**src/rtl/mmult_result_collector.sv**
```systemverilog
// Captures mmult results into RES RAM, then replays them over AXI-Stream
// once all datapoints are done, with TLAST on the final beat.
module mmult_result_collector #(
    parameter int width          = 8,
    parameter int m              = 64,
    parameter int RES_depth_bits = 6
) (
    input  logic                      clk,
    input  logic                      reset,
    input  logic [width-1:0]          mmult_results,
    input  logic                      mmult_particular_datapoint_done,
    input  logic                      mmult_all_datapoints_done,
    output logic                      RES_write_en,
    output logic [RES_depth_bits-1:0] RES_write_address,
    output logic [width-1:0]          RES_write_data_in,
    output logic                      RES_read_en,
    output logic [RES_depth_bits-1:0] RES_read_address,
    input  logic [width-1:0]          RES_read_data,
    output logic [width-1:0]          M_AXIS_TDATA,
    output logic                      M_AXIS_TVALID,
    input  logic                      M_AXIS_TREADY,
    output logic                      M_AXIS_TLAST,
    output logic                      stream_done,
    output logic                      overflow
);

    // Counters carry one extra bit so a full RAM (count == m) is representable.
    localparam int CW = RES_depth_bits + 1;
    localparam logic [CW-1:0] M_CNT    = CW'(m);
    localparam logic [CW-1:0] CNT_ONE  = CW'(1);
    localparam logic [CW-1:0] CNT_ZERO = '0;

    typedef enum logic [2:0] {
        ST_COLLECT,
        ST_READ,
        ST_WAIT,
        ST_LOAD,
        ST_SEND
    } state_t;

    state_t                    state_q, state_d;
    logic [CW-1:0]             count_q, count_d;
    logic [CW-1:0]             idx_q, idx_d;
    logic [CW-1:0]             total_q, total_d;
    logic                      all_prev_q, all_prev_d;
    logic                      wr_en_q, wr_en_d;
    logic [RES_depth_bits-1:0] wr_addr_q, wr_addr_d;
    logic [width-1:0]          wr_data_q, wr_data_d;
    logic                      rd_en_q, rd_en_d;
    logic [RES_depth_bits-1:0] rd_addr_q, rd_addr_d;
    logic [width-1:0]          tdata_q, tdata_d;
    logic                      tvalid_q, tvalid_d;
    logic                      tlast_q, tlast_d;
    logic                      done_q, done_d;
    logic                      overflow_q, overflow_d;

    logic                      start_edge;
    logic                      capture;
    logic [CW-1:0]             total_new;

    always_comb begin
        state_d    = state_q;
        count_d    = count_q;
        idx_d      = idx_q;
        total_d    = total_q;
        all_prev_d = mmult_all_datapoints_done;
        wr_en_d    = 1'b0;
        wr_addr_d  = wr_addr_q;
        wr_data_d  = wr_data_q;
        rd_en_d    = rd_en_q;
        rd_addr_d  = rd_addr_q;
        tdata_d    = tdata_q;
        tvalid_d   = tvalid_q;
        tlast_d    = tlast_q;
        done_d     = 1'b0;
        overflow_d = overflow_q;

        start_edge = mmult_all_datapoints_done & ~all_prev_q;
        capture    = mmult_particular_datapoint_done && (state_q == ST_COLLECT)
                     && (count_q < M_CNT);
        // A strobe landing on the start edge still belongs to this frame.
        total_new  = capture ? (count_q + CNT_ONE) : count_q;

        // Any strobe that cannot be stored (RAM full or busy streaming) is an error.
        if (mmult_particular_datapoint_done && !capture) begin
            overflow_d = 1'b1;
        end

        case (state_q)
            ST_COLLECT: begin
                if (capture) begin
                    wr_en_d   = 1'b1;
                    wr_addr_d = count_q[RES_depth_bits-1:0];
                    wr_data_d = mmult_results;
                    count_d   = count_q + CNT_ONE;
                end
                if (start_edge) begin
                    total_d = total_new;
                    idx_d   = CNT_ZERO;
                    if (total_new == CNT_ZERO) begin
                        done_d = 1'b1;
                    end else begin
                        state_d = ST_READ;
                    end
                end
            end
            ST_READ: begin
                rd_en_d   = 1'b1;
                rd_addr_d = idx_q[RES_depth_bits-1:0];
                state_d   = ST_WAIT;
            end
            ST_WAIT: begin
                state_d = ST_LOAD;
            end
            ST_LOAD: begin
                tdata_d  = RES_read_data;
                tvalid_d = 1'b1;
                tlast_d  = (idx_q == (total_q - CNT_ONE));
                state_d  = ST_SEND;
            end
            ST_SEND: begin
                if (M_AXIS_TREADY) begin
                    tvalid_d = 1'b0;
                    tlast_d  = 1'b0;
                    if (tlast_q) begin
                        done_d  = 1'b1;
                        count_d = CNT_ZERO;
                        rd_en_d = 1'b0;
                        state_d = ST_COLLECT;
                    end else begin
                        idx_d   = idx_q + CNT_ONE;
                        state_d = ST_READ;
                    end
                end
            end
            default: begin
                state_d = ST_COLLECT;
            end
        endcase
    end

    always_ff @(posedge clk or posedge reset) begin
        if (reset) begin
            state_q    <= ST_COLLECT;
            count_q    <= '0;
            idx_q      <= '0;
            total_q    <= '0;
            all_prev_q <= 1'b0;
            wr_en_q    <= 1'b0;
            wr_addr_q  <= '0;
            wr_data_q  <= '0;
            rd_en_q    <= 1'b0;
            rd_addr_q  <= '0;
            tdata_q    <= '0;
            tvalid_q   <= 1'b0;
            tlast_q    <= 1'b0;
            done_q     <= 1'b0;
            overflow_q <= 1'b0;
        end else begin
            state_q    <= state_d;
            count_q    <= count_d;
            idx_q      <= idx_d;
            total_q    <= total_d;
            all_prev_q <= all_prev_d;
            wr_en_q    <= wr_en_d;
            wr_addr_q  <= wr_addr_d;
            wr_data_q  <= wr_data_d;
            rd_en_q    <= rd_en_d;
            rd_addr_q  <= rd_addr_d;
            tdata_q    <= tdata_d;
            tvalid_q   <= tvalid_d;
            tlast_q    <= tlast_d;
            done_q     <= done_d;
            overflow_q <= overflow_d;
        end
    end

    assign RES_write_en      = wr_en_q;
    assign RES_write_address = wr_addr_q;
    assign RES_write_data_in = wr_data_q;
    assign RES_read_en       = rd_en_q;
    assign RES_read_address  = rd_addr_q;
    assign M_AXIS_TDATA      = tdata_q;
    assign M_AXIS_TVALID     = tvalid_q;
    assign M_AXIS_TLAST      = tlast_q;
    assign stream_done       = done_q;
    assign overflow          = overflow_q;

endmodule

```
**config.mk**
```make
export PLATFORM = sky130hd
export DESIGN_NAME = mmult_result_collector
export DESIGN_NICKNAME = d
export VERILOG_FILES = /design/src/rtl/mmult_result_collector.sv
export SDC_FILE = /design/constraint.sdc
export NUM_CORES = 1
export LEC_CHECK = 0
export CAP_MARGIN = 30
export CORE_AREA = 2 2 93 95
export CTS_CLUSTER_DIAMETER = 200
export CTS_CLUSTER_SIZE = 20
export DETAILED_ROUTE_END_ITERATION = 10
export DIE_AREA = 0 0 95 97
export DONT_BUFFER_PORTS = 1
export SLEW_MARGIN = 20
export SYNTH_ARGS = -nofsm -noshare
export SYNTH_HDL_FRONTEND = slang
export SYNTH_SLANG_ARGS = --single-unit
export TNS_END_PERCENT = 50
```
**constraint.sdc**
```tcl
create_clock -name clk -period 6.5 [get_ports clk]
set_clock_uncertainty 0.2 [all_clocks]
set_input_delay 0.975 -clock clk [delete_from_list [all_inputs] [get_ports clk]]
set_output_delay 0.975 -clock clk [all_outputs]
set_load 0.01 [all_outputs]
```
* Word-level counts from Yosys, hierarchy flattened
Index checks and enable logic that the tools add are counted.
** Operators by class
- Bitwise logic cells :: 2
- Magnitude comparators :: 1
- Reductions and logical operators :: 16
- Eq/ne operators :: 10
- Mux-type cells :: 26
- $add $sub $neg :: 3
** Operator list (count)
- 7-bit two-way mux :: 6
- 7-bit one-hot mux with 2 select lines :: 2
- 3-bit one-hot mux with 5 select lines :: 1
- 7-bit by 1-bit adder with 7-bit output (second input constant) :: 2
- 1-bit two-way mux :: 10
- 2-bit != test (second input constant) :: 5
- 3-bit two-way mux :: 3
- 3-bit AND reduction :: 3
- 1-bit one-hot mux with 2 select lines :: 4
- 7-bit == test :: 1
- 7-bit zero test :: 1
- 7-bit less-than comparator (second input constant) :: 1
- 7-bit by 1-bit subtractor with 7-bit output (second input constant) :: 1
- 3-bit by 2-bit == test with 1-bit output (second input constant) :: 2
- 2-bit AND reduction :: 3
- 2-bit nonzero test :: 3
- 4-bit AND reduction :: 1
- 3-bit by 1-bit == test with 1-bit output (second input constant) :: 1
- 3-bit == test (second input constant) :: 1
- 1-bit logical AND :: 3
- 3-bit zero test :: 1
- 1-bit bitwise AND :: 1
- 1-bit zero test :: 1
- 1-bit NOT :: 1
** Word-level totals
- Word-level logic and storage cells :: 73
- Output and inout port bits :: 34
- Bits in registers :: 59

* Logic depth before layout (Yosys ltp)
- Depth in word-level cells :: 8
- Gate-level depth with buffers :: 8
- Depth with buffers taken out :: 7

* Worst setup path after synthesis
Ideal clock, no wire load.
- Path kind :: in2reg
- Start point :: in mmult_particular_datapoint_done
- End point :: reg state_q[0]
- Slack :: 3.667 ns
- Stages :: 5
- Path buffers :: 0
- Data arrival time :: 2.507 ns
- Cells stage by stage :: nand3b_1 -> nor3_1 -> mux2_2 -> or4_4 -> o311a_1
** On the way
- Word-level cells in the longest chain between the ends :: 6
** RTL lines
- start: declaration :: RTL line 11 : input logic mmult_particular_datapoint_done,
- 1-bit logical AND :: RTL line 79 : capture = mmult_particular_datapoint_done && (state_q == ST_COLLECT)
- 1-bit logical AND :: RTL line 80 : && (count_q < M_CNT);
- 7-bit two-way mux
- 7-bit zero test :: RTL line 100 : if (total_new == CNT_ZERO) begin
- 2-bit != test (no source line)
- 3-bit AND reduction (no source line)
- end signal: assignment :: RTL line 160 : state_q <= state_d;
- end: declaration :: RTL line 41 : state_t state_q, state_d;
No other way between the ends.
A chain may end at the register's enable or synchronous reset.

* Worst setup path after layout
- Start point :: reg state_q[2]
- End point :: reg state_q[0]
** On the way
- Word-level cells in the longest chain between the ends :: 7
** RTL lines (RTL line)
- 3-bit zero test :: 79, 89
- 1-bit logical AND :: 79
- 1-bit logical AND :: 80
- 7-bit two-way mux
- 7-bit zero test :: 100
- 2-bit != test (no source line)
- 3-bit AND reduction (no source line)
Parallel ways exist; a longest one is shown, timed or not.

==> run summary <==
outcome = completed
# setup viols final = 0
share of cells above drive strength 1 = 12.32%
crit path DAT = 3060 ps
Worst EP required = 6510 ps
Tmin final = 3044 ps
Post-Syn Instances = 280
Netlist cell types = 38
antenna violations before repair = 0
Routability Congestion = 0.8162
placed cell area = 2860 sq um
Post-Synth XOR/XNOR Area = 7.233%
vias in the first global route = 1851
leading area contributor after synthesis = dfrtp_1
relative slew slack = 57.00%
hold path cells = 1
Setup crit end kind = register
setup_tns = 0 ps
Lkg Pwr = 1.395 nW
fmax = 328.5 MHz
Hold Crit Class = register to register
Avg WL per Cell = 14.40 um
adder-cell share of the synthesized area = 1.348%
H-tree levels = 3
Hold Buf Count CTS = 0
share of the synthesized area in the top cell type = 53.01%
drt total wl = 5.603 mm
Worst-path clk slew = 70 ps
most common cell in the synthesized netlist = dfrtp_1
Mapped Area = 2785 sq um
# nets final = 304
RSZ-0062 raised after global routing = false
Vias = 1916
Hold Path Sink = overflow
placed insts = 373
antenna cells = 0
simple-gate share of the synthesized area = 19.41%
Synthesized Nets = 304
DR pass1 iterations = 4
largest net degree at the start of global routing = 33
Port Buffers = 0
Sequential Power Share = 47.5%
initial core utilization = 34.24%
Post-synth EDFFs = 0
GR met2 Demand/Resource = 18.60%
Most Crowded Layer GR = met2
Die Y = 97 um
clk sink count = 59
post-synthesis compound-gate area fraction = 7.592%
predominant post-synthesis flop cell = dfrtp_1
post-cts sizing count = 0
# Post-CTS Setup Buffers = 0
Sw Pwr = 0.5377 mW
initial detailed-routing violation count = 68
dominant combinational cell family by area after synthesis = simple AND/OR/NAND/NOR gates
max-slew violations = 0
maximum fanout along the worst path = 17
Cell Pwr Density = 457.1 nW/um^2
synth warn = 0
IO Pins = 55
# DRC = 0
first-pass GRT wire length = 9.418 mm
GR Layer Usage met1 = 18.48%
GRT overflow = 0
die width = 95 um
r2r endpoint = state_q[0]
CP Cell Sequence = or3_1 > nor3_1 > mux2_2 > or4_4 > o311a_1
slowest library cell on the worst path = or3_1
root buffer cell = clkbuf_8
sequential element share of the synthesized area = 53.01%
Hold Crit Start = overflow
Rows = 33
Cell Count, Final, Fillers Out = 389
synth top area cells = dfrtp_1 (53%), nand2_1 (7.7%), mux2_2 (6.5%)
Max Cap Viol = 0
hpwl dp = 3.946 mm
Clock power frac = 22.4%
sw frac = 38.69%
Tot GR Track Use = 13.19%
CTS max path bufs = 2
Worst-Margin Slew = 645.0 ps
combinational cell fraction of total power = 30.1%
Global Route met3 Usage = 5.530%
routed vias/inst = 4.925
multiplexer area fraction after synthesis = 7.907%
final critical-path share of the clock period = 46.83%
TritonCTS buffer count = 9
Fin. Hold Viols = 0
CP Launch Type = register
worst vdd ir = 0.1079 mV
#FFs+latches synth = 59
cells on worst reg2reg path = 5
Syn Area/Cell = 9.947 sq um
# fillers = 838
Critical R2R Launch = state_q[2]
worst setup path class = register to register
Core Box Area = 8134 sq um
antenna-violating nets left = 0
TritonCTS clock tree = yes
Internal Power = 0.8522 mW
clk_lat worst skew = 340 ps
Design Area, Final = 3040 sq um
Async SR Flop Fraction = 100.0%
R2R Setup Slk = 3460 ps
P&R area growth vs syn = 9.165%
Max stage delay on crit path = 590 ps
die area = 9215 sq um
Commonest cells post-synth = dfrtp_1 (59), nand2_1 (57), nor2_1 (21)
[cell type report]
type	instances	area [sq um]	share of cell area, %
Sequential cell	59	1476	48.56
Multi-Input combinational cell	199	1211	39.84
Clock buffer	12	135.1	4.444
Tap cell	105	131.4	4.321
Clock inverter	3	40.04	1.317
Inverter	9	33.78	1.111
Timing Repair Buffer	2	12.51	0.4115
[stage by stage]
step           hold slack [ps]  total power, mW  utilization, %  setup slack, ps
6_report                 333.5            1.390           37.38             3456
5_1_grt                  357.4            1.503           37.38             3291
4_1_cts                  340.3            1.407           37.32             3490
3_5_place_dp             325.0            1.087           35.16             3426
2_1_floorplan            293.2           0.9969               -             3667
3_3_place_gp             334.1            1.073           35.16             3456
[state kept, by name (all words and copies together), names as in the netlist]
register,flops
RES_read_address,6
RES_write_en,1
M_AXIS_TDATA,8
RES_read_en,1
count_q,7
RES_write_data_in,8
state_q,3
overflow,1
all_prev_q,1
stream_done,1
idx_q,7
total_q,7
RES_write_address,6
M_AXIS_TLAST,1
M_AXIS_TVALID,1
[power by group through the flow]
stage | registers [mW] | logic [mW] | clock network, mW
floorplan | 0.606 | 0.391 | 0
global placement | 0.662 | 0.410 | 0
detailed placement | 0.667 | 0.420 | 0
CTS | 0.662 | 0.422 | 0.323
global route | 0.682 | 0.478 | 0.342
finish | 0.660 | 0.418 | 0.312
[layer usage]
layer  vias up  wire length (um)  part of all wire (%)
met5         -                 0                     0
met4         0                48                  0.86
met3         8               420                   7.5
met2        52              2575                    46
met1       916              2559                    46
li1        940                 -                     -
[cell families (layout without fill, tap and decap cells)]
group / Yosys count / after routing
simple gates: 117 / 117
flops: 59 / 59
compound gates: 36 / 36
xor+xnor: 23 / 23
buf+inv: 22 / 26
mux: 20 / 20
fa+ha+maj: 3 / 3
[critical path: cells and delay by family (launching register included)]
family,cells,cell delay (ps)
and+or+nand+nor,3,1440
DFF,1,560
muxes,1,370
AOI/OAI and AO/OA,1,340
[worst max-delay path by stage]
| stage | startpoint | end | slack (ps) | cells after the start |
|---|---|---|---|---|
| after floorplan | mmult_particular_datapoint_done | state_q[0] | 3670 | 5 |
| after global placement | mmult_particular_datapoint_done | count_q[0] | 3460 | 6 |
| after detailed placement | mmult_particular_datapoint_done | count_q[0] | 3430 | 6 |
| after CTS | state_q[2] | state_q[0] | 3490 | 5 |
| after global routing | state_q[2] | state_q[0] | 3290 | 5 |
| final | state_q[2] | state_q[0] | 3460 | 5 |
[layout by cell type (no fill, tap or decap), drive strengths merged, types with 2 or more instances in the layout]
cell     n
ha       3
nand4    2
nand2b   4
buf      2
nor2b    4
xnor2   12
nand2   57
clkbuf  12
mux2i    4
and2     3
nor2    21
nand3b   2
clkinv   3
inv      8
a31oi    3
a21oi   12
or4      2
mux2    16
xor2    11
nand3    7
a22o     2
o31ai    2
dfrtp   59
o21ai   12
and3     2
nor3     7
No activity file was read; power rests on OpenSTA's default activity.
